**config.mk**
```make
export PLATFORM = sky130hd
export DESIGN_NAME = pipe_3
export DESIGN_NICKNAME = d
export VERILOG_FILES = /design/src/rtl/pipe_pkg.sv /design/src/rtl/pipe_dff.sv /design/src/rtl/pipe_3.sv
export SDC_FILE = /design/constraint.sdc
export NUM_CORES = 1
export LEC_CHECK = 0
export ABC_CLOCK_PERIOD_IN_PS = 1400
export BUFFER_PORTS_ARGS = -buffer_cell sky130_fd_sc_hd__buf_4
export CORE_AREA = 3 3 216 218
export DETAILED_ROUTE_END_ITERATION = 10
export DIE_AREA = 0 0 219 221
export GPL_ROUTABILITY_DRIVEN = 0
export PLACE_DENSITY_LB_ADDON = 0.15
export SLEW_MARGIN = 5
export SYNTH_ARGS = -nofsm -noshare
export SYNTH_HDL_FRONTEND = slang
export SYNTH_SLANG_ARGS = --single-unit
```
**constraint.sdc**
```tcl
create_clock -name clk -period 1.4 [get_ports clk]
set_input_delay 0.07 -clock clk [delete_from_list [all_inputs] [get_ports clk]]
set_output_delay 0.07 -clock clk [all_outputs]
set_load 0.1 [all_outputs]
```
**src/rtl/pipe_pkg.sv**
```systemverilog
`timescale 1ns/1ps
// ---------------------------------------------------------------------------
// pipe_pkg
//   Shared constants and types for the MEM->WB pipeline register of the
//   128-bit vector datapath.
//
//   DATA_W   : width of memory read data and ALU result. Vectors use
//              big-endian numbering [0:DATA_W-1], so bit 0 is the MSB.
//   BYTEEN_W : one write-enable bit per byte lane (DATA_W/8). Bit 0 is the
//              most significant byte lane.
//   RADDR_W  : register-file destination address width (32 entries).
//
//   mem_wb_t bundles every field that crosses the MEM/WB boundary. It gives
//   the top level one named view of the stage inputs.
// ---------------------------------------------------------------------------
package pipe_pkg;

    localparam int unsigned DATA_W   = 128;
    localparam int unsigned BYTEEN_W = DATA_W / 8;
    localparam int unsigned RADDR_W  = 5;

    // Field order follows the positional port order of pipe_3.
    typedef struct packed {
        logic [0:DATA_W-1]   dataOut;     // memory read data
        logic [0:BYTEEN_W-1] wbyteen;     // register-file byte-lane write mask
        logic                regwren;     // register-file write enable
        logic [RADDR_W-1:0]  rwraddrd;    // destination register
        logic                reginmuxop;  // 1 = take dataOut, 0 = take aluOut
        logic [0:DATA_W-1]   aluOut;      // ALU result
    } mem_wb_t;

endpackage : pipe_pkg

```
**src/rtl/pipe_dff.sv**
```systemverilog
`timescale 1ns/1ps
// ---------------------------------------------------------------------------
// pipe_dff
//   W-bit register with synchronous, active-high reset to zero.
//   Capture is unconditional: no enable. Any X on d is stored as-is.
//   Bit i of d always lands in bit i of q.
//
//   Ports
//     clk    in   1   rising-edge clock
//     reset  in   1   synchronous active-high reset, clears q to 0
//     d      in   W   next value
//     q      out  W   registered value (driven directly by the flop)
// ---------------------------------------------------------------------------
module pipe_dff #(
    parameter int unsigned W = 1
) (
    input  logic         clk,
    input  logic         reset,
    input  logic [0:W-1] d,
    output logic [0:W-1] q
);

    logic [0:W-1] q_d;
    logic [0:W-1] q_q;

    // The next state is the input itself. This stage is pure storage.
    always_comb begin
        q_d = d;
    end

    always_ff @(posedge clk) begin
        if (reset) begin
            q_q <= '0;
        end else begin
            q_q <= q_d;
        end
    end

    assign q = q_q;

endmodule : pipe_dff

```
**src/rtl/pipe_3.sv**
```systemverilog
`timescale 1ns/1ps
// ---------------------------------------------------------------------------
// pipe_3
//   MEM -> WB pipeline register of the 128-bit vector datapath.
//   Every rising clk edge captures the memory read data, the ALU result and
//   the write-back control. The write-back stage sees them one cycle later.
//   There is no stall, no flush and no logic on the data path.
//
//   A synchronous active-high reset clears every output at the edge where it
//   is sampled. Inputs are ignored at that edge. All outputs come directly
//   from flops, so no input reaches an output combinationally.
//
//   Ports (in positional order)
//     dataOut_in      in   128  memory read data (bit 0 = MSB)
//     dataOut_out     out  128  registered dataOut_in
//     wbyteen_in      in   16   byte-lane write mask (bit 0 = MS lane)
//     wbyteen_out     out  16   registered wbyteen_in
//     regwren_in      in   1    register-file write enable
//     regwren_out     out  1    registered regwren_in
//     rwraddrd_in     in   5    destination register address
//     rwraddrd_out    out  5    registered rwraddrd_in
//     reginmuxop_in   in   1    WB mux select (1 = memory, 0 = ALU)
//     reginmuxop_out  out  1    registered reginmuxop_in
//     aluOut_in       in   128  ALU result
//     aluOut_out      out  128  registered aluOut_in
//     clk             in   1    rising-edge clock
//     reset           in   1    synchronous active-high reset
// ---------------------------------------------------------------------------
module pipe_3
    import pipe_pkg::*;
(
    input  logic [0:127] dataOut_in,
    output logic [0:127] dataOut_out,
    input  logic [0:15]  wbyteen_in,
    output logic [0:15]  wbyteen_out,
    input  logic         regwren_in,
    output logic         regwren_out,
    input  logic [4:0]   rwraddrd_in,
    output logic [4:0]   rwraddrd_out,
    input  logic         reginmuxop_in,
    output logic         reginmuxop_out,
    input  logic [0:127] aluOut_in,
    output logic [0:127] aluOut_out,
    input  logic         clk,
    input  logic         reset
);

    mem_wb_t stage_d;

    logic [0:DATA_W-1]   dataOut_q;
    logic [0:BYTEEN_W-1] wbyteen_q;
    logic                regwren_q;
    logic [RADDR_W-1:0]  rwraddrd_q;
    logic                reginmuxop_q;
    logic [0:DATA_W-1]   aluOut_q;

    // Gather the MEM-stage signals into one bundle. Plain copies only,
    // with no gating or sanitising.
    always_comb begin
        stage_d            = '0;
        stage_d.dataOut    = dataOut_in;
        stage_d.wbyteen    = wbyteen_in;
        stage_d.regwren    = regwren_in;
        stage_d.rwraddrd   = rwraddrd_in;
        stage_d.reginmuxop = reginmuxop_in;
        stage_d.aluOut     = aluOut_in;
    end

    // One register per field. Each resets to zero independently.
    pipe_dff #(.W(DATA_W)) u_dataout_reg (
        .clk   (clk),
        .reset (reset),
        .d     (stage_d.dataOut),
        .q     (dataOut_q)
    );

    pipe_dff #(.W(BYTEEN_W)) u_wbyteen_reg (
        .clk   (clk),
        .reset (reset),
        .d     (stage_d.wbyteen),
        .q     (wbyteen_q)
    );

    pipe_dff #(.W(1)) u_regwren_reg (
        .clk   (clk),
        .reset (reset),
        .d     (stage_d.regwren),
        .q     (regwren_q)
    );

    pipe_dff #(.W(RADDR_W)) u_rwraddrd_reg (
        .clk   (clk),
        .reset (reset),
        .d     (stage_d.rwraddrd),
        .q     (rwraddrd_q)
    );

    pipe_dff #(.W(1)) u_reginmuxop_reg (
        .clk   (clk),
        .reset (reset),
        .d     (stage_d.reginmuxop),
        .q     (reginmuxop_q)
    );

    pipe_dff #(.W(DATA_W)) u_aluout_reg (
        .clk   (clk),
        .reset (reset),
        .d     (stage_d.aluOut),
        .q     (aluOut_q)
    );

    assign dataOut_out    = dataOut_q;
    assign wbyteen_out    = wbyteen_q;
    assign regwren_out    = regwren_q;
    assign rwraddrd_out   = rwraddrd_q;
    assign reginmuxop_out = reginmuxop_q;
    assign aluOut_out     = aluOut_q;

endmodule : pipe_3

```
==> results of run 1 <==
## how the worst max path moves through the flow
stage	startpoint	endpoint	slack [ps]	cells past startpoint
6_report	u_aluout_reg.q[84]	aluOut_out[84]	100	1
5_1_grt	u_aluout_reg.q[84]	aluOut_out[84]	60	1
4_1_cts	u_aluout_reg.q[84]	aluOut_out[84]	30	1
3_5_place_dp	reset	u_regwren_reg.q	490	3
3_3_place_gp	reset	u_aluout_reg.q[105]	510	3
2_1_floorplan	u_aluout_reg.q[0]	aluOut_out[0]	420	0
## layer usage
| layer | global-route usage (%) | routed length, um | up-vias |
|---|---|---|---|
| met2 | 23.32 | 16360 | 312 |
| met3 | 3.694 | 2446 | 69 |
| li1 | - | - | 3514 |
| met1 | 11.67 | 10460 | 3242 |
| met4 | 5.415 | 1168 | 0 |
| met5 | 0 | 0 | - |
## Yosys cell counts
| cell | instances | share of area (%) |
|---|---|---|
| nor2b_2 | 110 | 12 |
| nor2b_1 | 169 | 13 |
| dfxtp_1 | 279 | 71 |
| buf_6 | 25 | 3.6 |
| buf_2 | 6 | 0.38 |
## repair_timing
item / 4_1_cts / 5_1_grt
hold buffers: 295 / 0
gates resized for setup: 0 / 0
endpoints found under the hold margin: 279 / 0
## cells by family after synthesis
logic type,Yosys count,synth area share (%)
buffers and inverters,31,3.935
DFF,279,70.54
and+or+nand+nor,279,25.52
## per-stage QoR
stage	util (%)	setup WS, ps	std cells
6_report	37.16	99.90	2084
5_1_grt	37.16	57.63	2084
4_1_cts	37.16	29.40	2084
3_5_place_dp	28.27	486.4	1732
3_3_place_gp	28.27	508.3	1732
2_1_floorplan	-	421.0	589
## area by class of cell
class / count / share of cell area (%)
Timing Repair Buffer: 869 / 43.83
Sequential cell: 279 / 33.33
Multi-Input combinational cell: 279 / 12.06
Clock buffer: 52 / 6.101
Tap cell: 600 / 4.480
Clock inverter: 5 / 0.1941
## state kept, by name, indices dropped and copies added, names as in the netlist
signal              cells
u_aluout_reg.q        128
u_reginmuxop_reg.q      1
u_rwraddrd_reg.q        5
u_regwren_reg.q         1
u_wbyteen_reg.q        16
u_dataout_reg.q       128
## power by group through the flow
| stage | clock network [W] | registers [W] | logic (W) |
|---|---|---|---|
| global route | 0.00897 | 0.00853 | 0.00591 |
| detailed placement | 0 | 0.00867 | 0.00505 |
| global placement | 0 | 0.00866 | 0.00505 |
| floorplan | 0 | 0.0118 | 0.000498 |
| finish | 0.00834 | 0.00850 | 0.00570 |
| CTS | 0.00877 | 0.00850 | 0.00575 |
==> flow_summary.yaml, run 1 <==
drt:
  routed_wl_um: 30440
  drtAntennaViolNets: 0
  dr.first_iter.drc_count: 168
  vias_per_cell: 3.425
  drc: 0
  wl_per_cell_um: 14.61
  vias: 7137
  drt_first_pass_iters: 4
yosys:
  ys_warn_count: 0
  avgSynthCellArea_um2: 13.44
  netlist_area_mm2: 0.007918
  ys_seq_elements: 279
  synthDistinctLibCells: 5
  synth_cells: 589
  yosysSeqAreaShare_pct: 70.54
  synth_nets: 870
setup_path:
  path_delay_family: "flip-flops"
  required_ps: 1330
  crit_arrival_ps: 1230
  cp_slowest_cell: "dfxtp_1"
  start_kind: "flip-flop"
  crit_path_cell_trace: "buf_4"
  endpoint_kind: "primary output"
  path_max_fanout: 1
  slowest_delay_ps: 340
  criticalPathCategory: "reg -> out"
  critPathBufInv: 1
die:
  core_mm2: 0.04509
  die_w_um: 219
  num_io_pins: 560
  die_h_um: 221
  start_util_pct: 17.56
  row_count: 78
  die_area_mm2: 0.04840
power_and_ir_drop:
  p_seq_share_pct: 37.7
  p_int_w: 0.01523
  clkPwrFrac_pct: 37.0
  leakage_nw: 7.687
  power_w: 0.02254
  p_sw_share_pct: 32.43
  power_density_mw_per_mm2: 1345
  p_switching_w: 0.007309
  combinationalPowerShare_pct: 25.3
  peakVddDrop_v: 0.0009352
timing:
  rsz0062_at_grt: "false"
  whs_ps: 22.56
  setup_violations: 0
  fin_crit_ps: 1300
  tightest_slew_ps: 363.9
  hold_viol_final: 0
  fmax_mhz: 769.2
  slew_viol_final: 0
  tns_ps: 0
  fin_crit_sh_pct: 92.86
  slew_headroom_pct: 75.94
final_layout:
  nFillCells: 4476
  multiInputGateArea_mm2: 0.002021
  drive_above_1_share_pct: 49.19
  fin_area_mm2: 0.01676
  final_common_cell: "buf_4"
  insertedDiodeCount: 0
  regArea_mm2: 0.005585
  layout.nets: 1744
  layout_common_cells: "567 x buf_4, 295 x dlygate4sd3_1, 279 x dfxtp_1"
  syn2layout_area_growth_pct: 111.6
global_route:
  grt_max_degree: 48
  grt_pass1_wl_um: 45100
  grt_pass1_vias: 7982
  grt_antenna_before_repair: 0
  grt-ovfl-total: 0
  grtUsageTotal_pct: 12.12
clocking:
  cts_tree: "yes"
  postCtsSetupBuffers: 0
  cts_buffers: 34
  cts-root-buf: "clkbuf_16"
  htreeDepth: 2
  clock_path_buffers: 3
  clock-sinks: 279
  clk_pin_slew_ps: 60
hold_path:
  hold_class: "in -> reg"
  holdPathStages: 2
  holdPathEnd: "u_wbyteen_reg.q[0]"
  holdCritStartpoint: "reset"
place:
  dp_hpwl_um: 22270
  port_buffers: 559
  place_area_mm2: 0.01275
job:
  cap_viol_max_count: 0
outcome:
  status: "finished clean"
Power figures use the tool's default switching activity.
==> inputs of run 2 (changes only) <==
--- a/config.mk
+++ b/config.mk
@@ -5,14 +5,15 @@
 export SDC_FILE = /design/constraint.sdc
 export NUM_CORES = 1
 export LEC_CHECK = 0
+export ABC_AREA = 1
 export ABC_CLOCK_PERIOD_IN_PS = 1400
 export BUFFER_PORTS_ARGS = -buffer_cell sky130_fd_sc_hd__buf_4
-export CORE_AREA = 3 3 216 218
+export CORE_AREA = 3 3 217 219
 export DETAILED_ROUTE_END_ITERATION = 10
-export DIE_AREA = 0 0 219 221
+export DIE_AREA = 0 0 220 222
 export GPL_ROUTABILITY_DRIVEN = 0
 export PLACE_DENSITY_LB_ADDON = 0.15
-export SLEW_MARGIN = 5
+export SLEW_MARGIN = 20
 export SYNTH_ARGS = -nofsm -noshare
 export SYNTH_HDL_FRONTEND = slang
 export SYNTH_SLANG_ARGS = --single-unit
==> run 2 against run 1 <==
Cell area increased by 1.2%. Critical endpoint is now dataOut_out[58]. Sequential cell count is the same. Hold slack better by 14 ps. Combinational power barely moved. Sequential power about the same.
==> flow_summary.yaml, run 2 <==
timing:
  slew_headroom_pct: 75.22
  fin_crit_ps: 1251
  setup_violations: 0
  fmax_mhz: 799.1
  fin_crit_sh_pct: 89.39
  hold_viol_final: 0
  tns_ps: 0
  tightest_slew_ps: 371.7
  setup_slack_ps: 148.6
  slew_viol_final: 0
  rsz0062_at_grt: "false"
yosys:
  synth_nets: 1149
  async_flop_share_pct: 0
  synth_area_leaders: "dfxtp_1 70%, inv_1 13%, nor2_1 13%, buf_6 3.5%, buf_2 0.38%"
  ys_seq_elements: 279
  synth_cells: 868
  yosys-top-cells-count: "279 x dfxtp_1, 279 x inv_1, 279 x nor2_1, 25 x buf_6, 6 x buf_2"
  synth_top_area_cell: "dfxtp_1"
  synth_edf_count: 0
  yosysSeqAreaShare_pct: 69.89
  synthDistinctLibCells: 5
  yosysTopAreaCellShare_pct: 69.89
  ys_warn_count: 0
  netlist_area_mm2: 0.007991
  avgSynthCellArea_um2: 9.207
  ys.flop_type: "dfxtp_1"
die:
  core_mm2: 0.04528
  die_w_um: 220
  row_count: 78
  die_h_um: 222
  die_area_mm2: 0.04884
  num_io_pins: 560
  start_util_pct: 17.65
global_route:
  grtUsageTotal_pct: 12.37
  top_usage_layer: "met2"
  grt-ovfl-total: 0
  grtUsageMet3_pct: 4.303
  grt_antenna_before_repair: 2
  grt_max_degree: 48
  grt_pass1_wl_um: 46460
  met1_usage_pct: 12.16
  grt_pass1_vias: 8514
  grt_use_met2_pct: 22.94
setup_path:
  path_max_fanout: 1
  cp_slowest_cell: "dfxtp_1"
  crit_start: "u_dataout_reg.q[58]"
  crit_arrival_ps: 1180
  required_ps: 1330
  slowest_delay_ps: 350
  critPathBufInv: 1
  path_delay_family: "flip-flops"
  endpoint_kind: "primary output"
  start_kind: "flip-flop"
  crit_path_cell_trace: "buf_4"
  criticalPathCategory: "reg -> out"
drt:
  drc: 0
  dr.first_iter.drc_count: 212
  vias_per_cell: 3.403
  wl_per_cell_um: 13.27
  routed_wl_um: 31490
  drtAntennaViolNets: 0
  vias: 8071
  drt_first_pass_iters: 4
job:
  cap_viol_max_count: 0
clocking:
  cts_resized: 0
  cts_tree: "yes"
  cts_buffers: 36
  htreeDepth: 2
  clock-sinks: 279
  clk_pin_slew_ps: 60
  clock_path_buffers: 3
  cts-root-buf: "clkbuf_16"
final_layout:
  finalNonFillerCells: 2372
  layout_common_cells: "564 x buf_4, 303 x dlygate4sd3_1, 279 x inv_1, 279 x nor2_1, 279 x dfxtp_1"
  drive_above_1_share_pct: 35.29
  final_common_cell: "buf_4"
  nFillCells: 4589
  layout.nets: 2028
  syn2layout_area_growth_pct: 112.2
place:
  port_buffers: 559
  dp_hpwl_um: 22740
  dp.cells: 2006
  post-place-ws_ps: 409.0
hold_path:
  hold_class: "in -> reg"
  holdCritStartpoint: "reset"
  holdPathEnd: "u_aluout_reg.q[10]"
  holdPathStages: 2
power_and_ir_drop:
  leakage_nw: 9.080
  peakVddDrop_v: 0.0009521
  power_density_mw_per_mm2: 1367
outcome:
  status: "finished clean"
==> run 2: logic make-up (layout without fill, tap and decap cells) <==
kind of cell | count (synthesis) | after routing | share of synthesized area, %
simple gates | 279 | 279 | 13.10
flops | 279 | 279 | 69.89
buf+inv | 310 | 1213 | 17.00
other cells | 0 | 1 | 0
==> run 2: how the worst max path moves through the flow <==
stage	end	slack, ps	cells after the start
after floorplan	aluOut_out[0]	420	0
after global placement	u_dataout_reg.q[57]	410	3
after detailed placement	u_dataout_reg.q[87]	410	3
after CTS	dataOut_out[58]	80	1
after global routing	dataOut_out[58]	90	1
final	dataOut_out[58]	150	1
==> run 2: area by class of cell <==
cell class                      instances  area (um^2)  share of cell area, %
Antenna cell                            1        2.502                0.01476
Clock buffer                           53         1086                  6.404
Clock inverter                          9        78.83                 0.4648
Inverter                              279         1047                  6.175
Multi-Input combinational cell        279         1047                  6.175
Sequential cell                       279         5585                  32.93
Tap cell                              600        750.7                  4.427
Timing Repair Buffer                  872         7361                  43.40
==> run 2: what timing repair did <==
item / in CTS / in global routing
buffers inserted: 0 / 0
hold endpoints to repair: 279 / 0
hold buffers: 303 / 0
==> run 2: per-stage QoR <==
| step | total power, W | util, % | area, um^2 | hold slack (ps) |
|---|---|---|---|---|
| final | 0.02318 | 37.45 | 16960 | 36.57 |
| after detailed placement | 0.01369 | 28.17 | 12760 | 276.0 |
| after global routing | 0.02418 | 37.44 | 16960 | 29.89 |
| after floorplan | 0.01223 | - | 7991 | 177.0 |
| after CTS | 0.02365 | 37.44 | 16960 | 7.826 |
| after global placement | 0.01368 | 28.17 | 12760 | 269.2 |
==> run 2: where the power goes <==
| group | switching [W] | internal (W) | total, W |
|---|---|---|---|
| registers | 0.000119 | 0.00837 | 0.00849 |
| clock network | 0.00343 | 0.00554 | 0.00897 |
| logic | 0.00397 | 0.00174 | 0.00571 |
==> run 2: metal layers <==
layer	part of all wire, %	wire, um	vias up
met5	0.041	13	-
met4	3.9	1236	2
met3	8.6	2717	69
met2	52	16240	304
met1	36	11280	3609
li1	-	-	4087
